[config.mk]
export PLATFORM = sky130hd
export DESIGN_NAME = ping_pong_ctrl
export DESIGN_NICKNAME = d
export VERILOG_FILES = /design/src/rtl/ping_pong_ctrl_pkg.sv /design/src/rtl/sat_counter.sv /design/src/rtl/ping_pong_ctrl.sv
export SDC_FILE = /design/constraint.sdc
export NUM_CORES = 1
export LEC_CHECK = 0
export ABC_AREA = 1
export CORE_MARGIN = 2
export CORE_UTILIZATION = 40
export CTS_CLUSTER_DIAMETER = 100
export DETAILED_ROUTE_END_ITERATION = 12
export PLACE_DENSITY = 0.72
export REMOVE_ABC_BUFFERS = 1
export SYNTH_ARGS = -nofsm -noshare
export SYNTH_HDL_FRONTEND = slang
export SYNTH_SLANG_ARGS = --single-unit
[constraint.sdc]
create_clock -name clk -period 1.7 [get_ports clk]
set_clock_uncertainty 0.15 [all_clocks]
set_input_delay 0.34 -clock clk [delete_from_list [all_inputs] [get_ports clk]]
set_output_delay 0.34 -clock clk [all_outputs]
set_load 0.01 [all_outputs]
[src/rtl/ping_pong_ctrl_pkg.sv]
// Shared types and helpers for the ping-pong buffer sequencer.
package ping_pong_ctrl_pkg;

    typedef enum logic [1:0] {
        RUN    = 2'd0,
        SWITCH = 2'd1,
        SETTLE = 2'd2
    } pp_ctrl_state_t;

    // Bits needed to hold the unsigned value 'value' (at least 1).
    function automatic int bw(input int value);
        return (value < 2) ? 1 : $clog2(value + 1);
    endfunction

endpackage

[src/rtl/sat_counter.sv]
// Saturating up-counter with synchronous clear, used for stall statistics.
module sat_counter #(
    parameter int CNT_W = 16
) (
    input  logic             clk,
    input  logic             rst_n,
    input  logic             clr,
    input  logic             inc,
    output logic [CNT_W-1:0] cnt
);

    always_ff @(posedge clk or negedge rst_n) begin
        if (!rst_n) begin
            cnt <= '0;
        end else if (clr) begin
            cnt <= '0;
        end else if (inc && (cnt != '1)) begin
            cnt <= cnt + CNT_W'(1);
        end
    end

endmodule

[src/rtl/ping_pong_ctrl.sv]
// Ping-pong buffer sequencer: producer/consumer handshakes, switch pulse, settle hold-off.
// Optional stall counters are built when PP_CTRL_PERF_EN is defined.
module ping_pong_ctrl
    import ping_pong_ctrl_pkg::*;
#(
    parameter int SETTLE_CYC = 2,
    parameter int CNT_W      = 16
) (
    input  logic             clk,
    input  logic             rst_n,
    input  logic             en,
    output logic             prod_req,
    input  logic             prod_done,
    output logic             cons_req,
    input  logic             cons_done,
    output logic             switch,
    output logic             bank,
    output logic             busy,
    output logic [CNT_W-1:0] swap_cnt,
    output logic [CNT_W-1:0] prod_stall_cnt,
    output logic [CNT_W-1:0] cons_stall_cnt
);

    localparam int             SW          = bw(SETTLE_CYC);
    localparam logic [SW-1:0]  SETTLE_LAST = SW'(SETTLE_CYC - 1);

    pp_ctrl_state_t   state, next_state;
    logic [SW-1:0]    settle_cnt, next_settle_cnt;
    logic             wr_full, next_wr_full;
    logic             rd_valid, next_rd_valid;
    logic             next_prod_req, next_cons_req;
    logic             next_switch, next_bank, next_busy;
    logic [CNT_W-1:0] next_swap_cnt;
    logic             swap_go;

    always_ff @(posedge clk or negedge rst_n) begin
        if (!rst_n) begin
            state <= RUN;
        end else begin
            state <= next_state;
        end
    end

    always_ff @(posedge clk or negedge rst_n) begin
        if (!rst_n) begin
            settle_cnt <= '0;
            wr_full    <= 1'b0;
            rd_valid   <= 1'b0;
            prod_req   <= 1'b0;
            cons_req   <= 1'b0;
            switch     <= 1'b0;
            bank       <= 1'b0;
            busy       <= 1'b0;
            swap_cnt   <= '0;
        end else begin
            settle_cnt <= next_settle_cnt;
            wr_full    <= next_wr_full;
            rd_valid   <= next_rd_valid;
            prod_req   <= next_prod_req;
            cons_req   <= next_cons_req;
            switch     <= next_switch;
            bank       <= next_bank;
            busy       <= next_busy;
            swap_cnt   <= next_swap_cnt;
        end
    end

    // Swap only once both halves are idle; en is deliberately ignored here.
    assign swap_go = wr_full & ~rd_valid & ~prod_req & ~cons_req;

    always_comb begin
        next_state      = state;
        next_settle_cnt = settle_cnt;
        next_wr_full    = wr_full;
        next_rd_valid   = rd_valid;
        next_prod_req   = prod_req;
        next_cons_req   = cons_req;
        next_switch     = 1'b0;
        next_bank       = bank;
        next_swap_cnt   = swap_cnt;

        case (state)
            RUN: begin
                if (swap_go) begin
                    next_state  = SWITCH;
                    next_switch = 1'b1;
                end else begin
                    if (prod_done && prod_req) begin
                        next_prod_req = 1'b0;
                        next_wr_full  = 1'b1;
                    end else if (en && !wr_full && !prod_req) begin
                        next_prod_req = 1'b1;
                    end
                    if (cons_done && cons_req) begin
                        next_cons_req = 1'b0;
                        next_rd_valid = 1'b0;
                    end else if (en && rd_valid && !cons_req) begin
                        next_cons_req = 1'b1;
                    end
                end
            end
            SWITCH: begin
                next_state      = SETTLE;
                next_settle_cnt = '0;
                next_bank       = ~bank;
                next_swap_cnt   = swap_cnt + CNT_W'(1);
            end
            SETTLE: begin
                if (settle_cnt == SETTLE_LAST) begin
                    next_state    = RUN;
                    next_wr_full  = 1'b0;
                    next_rd_valid = 1'b1;
                    next_prod_req = en;
                    next_cons_req = en;
                end else begin
                    next_settle_cnt = settle_cnt + SW'(1);
                end
            end
            default: begin
                next_state = RUN;
            end
        endcase

        next_busy = (next_state != RUN) | next_prod_req | next_cons_req;
    end

`ifdef PP_CTRL_PERF_EN
    logic prod_stall_inc, cons_stall_inc;

    assign prod_stall_inc = (state == RUN) & wr_full & rd_valid;
    assign cons_stall_inc = (state == RUN) & ~rd_valid & ~wr_full & prod_req;

    sat_counter #(.CNT_W(CNT_W)) u_prod_stall (
        .clk   (clk),
        .rst_n (rst_n),
        .clr   (1'b0),
        .inc   (prod_stall_inc),
        .cnt   (prod_stall_cnt)
    );

    sat_counter #(.CNT_W(CNT_W)) u_cons_stall (
        .clk   (clk),
        .rst_n (rst_n),
        .clr   (1'b0),
        .inc   (cons_stall_inc),
        .cnt   (cons_stall_cnt)
    );
`else
    assign prod_stall_cnt = '0;
    assign cons_stall_cnt = '0;
`endif

endmodule

==> flow_metrics.env <==
export IMPL_status="completed"
export IMPL_post_drt_wl_per_cell_um=10.2
export IMPL_syn_avg_cell_area_um2=8.59
export IMPL_p_sw_frac=0.373
export IMPL_cts_hold_buf=0
export IMPL_synth_ff_type="dfrtp_1"
export IMPL_die_w_um=68.0
export IMPL_grtUsageTotal=0.132
export IMPL_busiest_layer="met2"
export IMPL_nNetsFinal=241
export IMPL_cts_sinks=27
export IMPL_crit_path_cell_trace="clkdlybuf4s50_1"
export IMPL_maxCapViolCount=0
export IMPL_htree_levels=1
export IMPL_grt_pass1_vias=1115
export IMPL_vias_per_cell=4.29
export IMPL_nFillCells=393
export IMPL_cts_made_buffers=3
export IMPL_antenna_found_initial=0
export IMPL_crit_family="buffers and inverters"
export IMPL_cp_num_buf_inv=1
export IMPL_drtPass1Iterations=4
export IMPL_clkLatencyLatePin_ns=0.27
export IMPL_holdCritPathClass="in -> async"
export IMPL_synth_cell_types=28
export IMPL_cp_max_fo=2
export IMPL_pwr_share_clk=0.159
export IMPL_ioPinCount=58
export IMPL_instances_no_fill=283
export IMPL_die_h_um=68.0
export IMPL_fmax_mhz=606
export IMPL_drc=0
export IMPL_cts_tree="done"
export IMPL_ctsLongestPathBuffers=2
export IMPL_syn2layout_area_growth_pct=21.4
export IMPL_placed_cells=265
export IMPL_fp_dieArea_um2=4630
export IMPL_pwr_share_seq=0.414
export IMPL_grtUsageMet2=0.216
export IMPL_final_common_cell="nand2_1"
export IMPL_grtUsageMet1=0.178
export IMPL_arrival_ns=1.16
export IMPL_final_hold_violation_count=0
export IMPL_synth_top_area_share=0.412
export IMPL_core_area_um2=3970
export IMPL_synth_edf_count=0
export IMPL_setup_worst_path_start_class="register"
export IMPL_grt_max_degree=28
export IMPL_synth_seq_cells=27
export IMPL_p_leak_uw=0.00104
export IMPL_vdd_drop_max_v=0.000463
export IMPL_startpoint="swap_cnt[6]"
export IMPL_grt_overflow_total=0
export IMPL_synth_area_top_cells="dfrtp_1 (41%), buf_4 (15%), nand2_1 (9.6%)"
export IMPL_cpMaxStageDelayCell="clkdlybuf4s50_1"
export IMPL_rsz0062_at_grt="false"
export IMPL_intPower_uw=1390
export IMPL_fin_crit_sh=0.970
export IMPL_reg2reg_slack_ns=0.16
export IMPL_drt_iter0_drc=36
export IMPL_crit_required_ns=1.21
export IMPL_crit_path_max_incr_delay_ns=0.53
export IMPL_pwr_density_cell_nw_per_um2=1110
export IMPL_fin_util=0.501
export IMPL_yosysTopAreaCell="dfrtp_1"
export IMPL_root_buffer="clkbuf_8"
export IMPL_syn_inst=191
export IMPL_routed_wl_mm=2.89
export IMPL_vias=1214
export IMPL_pwr_share_comb=0.426
export IMPL_drive_gt1_frac=0.155
export IMPL_rows=23
export IMPL_syn_area_um2=1640
export IMPL_yosysSeqAreaShare=0.412
export IMPL_grt_pass1_wl_mm=4.65
export IMPL_grt_met3_usage=0.00987
export IMPL_slew_viol_final=0
export IMPL_dp_hpwl_mm=2.17
export IMPL_synthArstFlopShare=1.00
export IMPL_min_period_ns=1.65
export IMPL_r2r_start="state[0]"
export IMPL_drtAntennaViolNets=0
export IMPL_setup_tns_final_ns=0
export IMPL_setup_viol=0
export IMPL_ys_warnings_count=0
export IMPL_place_congestion=0.889
export IMPL_critical_path_class="reg -> out"
export IMPL_io_buffers=25
export IMPL_final_cell_mix="nand2_1 (42), conb_1 (32), dfrtp_1 (26)"
export IMPL_start_util=0.413
export IMPL_clk_pin_slew_worst_paths_ns=0.09
export IMPL_antenna_cells=0
export IMPL_crit_path_end_kind="output port"
export IMPL_p_sw_uw=828
==> registers in the layout, summed over array words and instances (netlist names) <==
register / flops
swap_cnt: 16
settle_cnt: 2
state: 2
bank: 1
busy: 1
cons_req: 1
prod_req: 1
rd_valid: 1
switch: 1
wr_full: 1
==> power groups by stage <==
stage | Combinational, uW | Sequential (uW) | Clock [uW]
floorplan | 473 | 995 | 0
global placement | 811 | 974 | 0
detailed placement | 826 | 977 | 0
CTS | 959 | 921 | 362
global route | 1050 | 940 | 385
finish | 946 | 919 | 353
==> timing repair <==
action                     in CTS  in global routing
gates resized for setup         5                  6
setup buffers                  14                  0
setup endpoints to repair      18                  6
==> cell families (layout without fill, tap and decap cells) <==
logic type / Yosys count / after routing / synth area share
AOI/OAI and AO/OA: 14 / 14 / 0.0526
xor gates and xnor gates: 10 / 10 / 0.0534
adders and majority gates: 2 / 2 / 0.0153
buffers and inverters: 54 / 65 / 0.203
DFF: 27 / 27 / 0.412
other: 1 / 32 / 0.00229
and+or+nand+nor: 83 / 83 / 0.262
==> layer usage <==
layer	vias up	wire, um
li1	622	-
met3	2	114
met1	559	1360
met4	0	34
met5	-	0
met2	31	1380
==> final timing paths <==
kind,endpoint,depth (start not counted)
max in group asynchronous,cons_req,2
min in group clk,bank,1
max,swap_cnt[6],1
max reg2reg,swap_cnt[13],5
min reg2reg,bank,1
min,swap_cnt[1],2
==> layout make-up <==
type / instances / area, um2 / area share
Clock buffer: 4 / 45.0 / 0.0226
Inverter: 21 / 81.3 / 0.0409
Multi-Input combinational cell: 141 / 754 / 0.379
Sequential cell: 27 / 677 / 0.340
Tap cell: 50 / 62.6 / 0.0314
Timing Repair Buffer: 40 / 370 / 0.186
==> synth_stat cells, drive strengths merged, types with 3 or more instances <==
| library cell | n |
|---|---|
| dfrtp | 27 |
| xnor2 | 5 |
| nand2 | 44 |
| o21ai | 7 |
| buf | 33 |
| inv | 21 |
| nand3 | 12 |
| nand4 | 3 |
| nor2 | 18 |
| nor3 | 5 |
| xor2 | 5 |
==> stage by stage <==
step | power (uW) | setup slack, ns | hold WS, ns | cell area (um2)
2_1_floorplan | 1470 | 0.273 | -0.106 | 1510
3_3_place_gp | 1790 | 0.193 | 0.314 | 1830
3_5_place_dp | 1800 | 0.165 | 0.319 | 1830
4_1_cts | 2240 | 0.00392 | 0.292 | 1970
5_1_grt | 2370 | 0.000192 | 0.314 | 1990
6_report | 2220 | 0.0502 | 0.282 | 1990
Note: power is estimated with default switching activity, not from simulation.
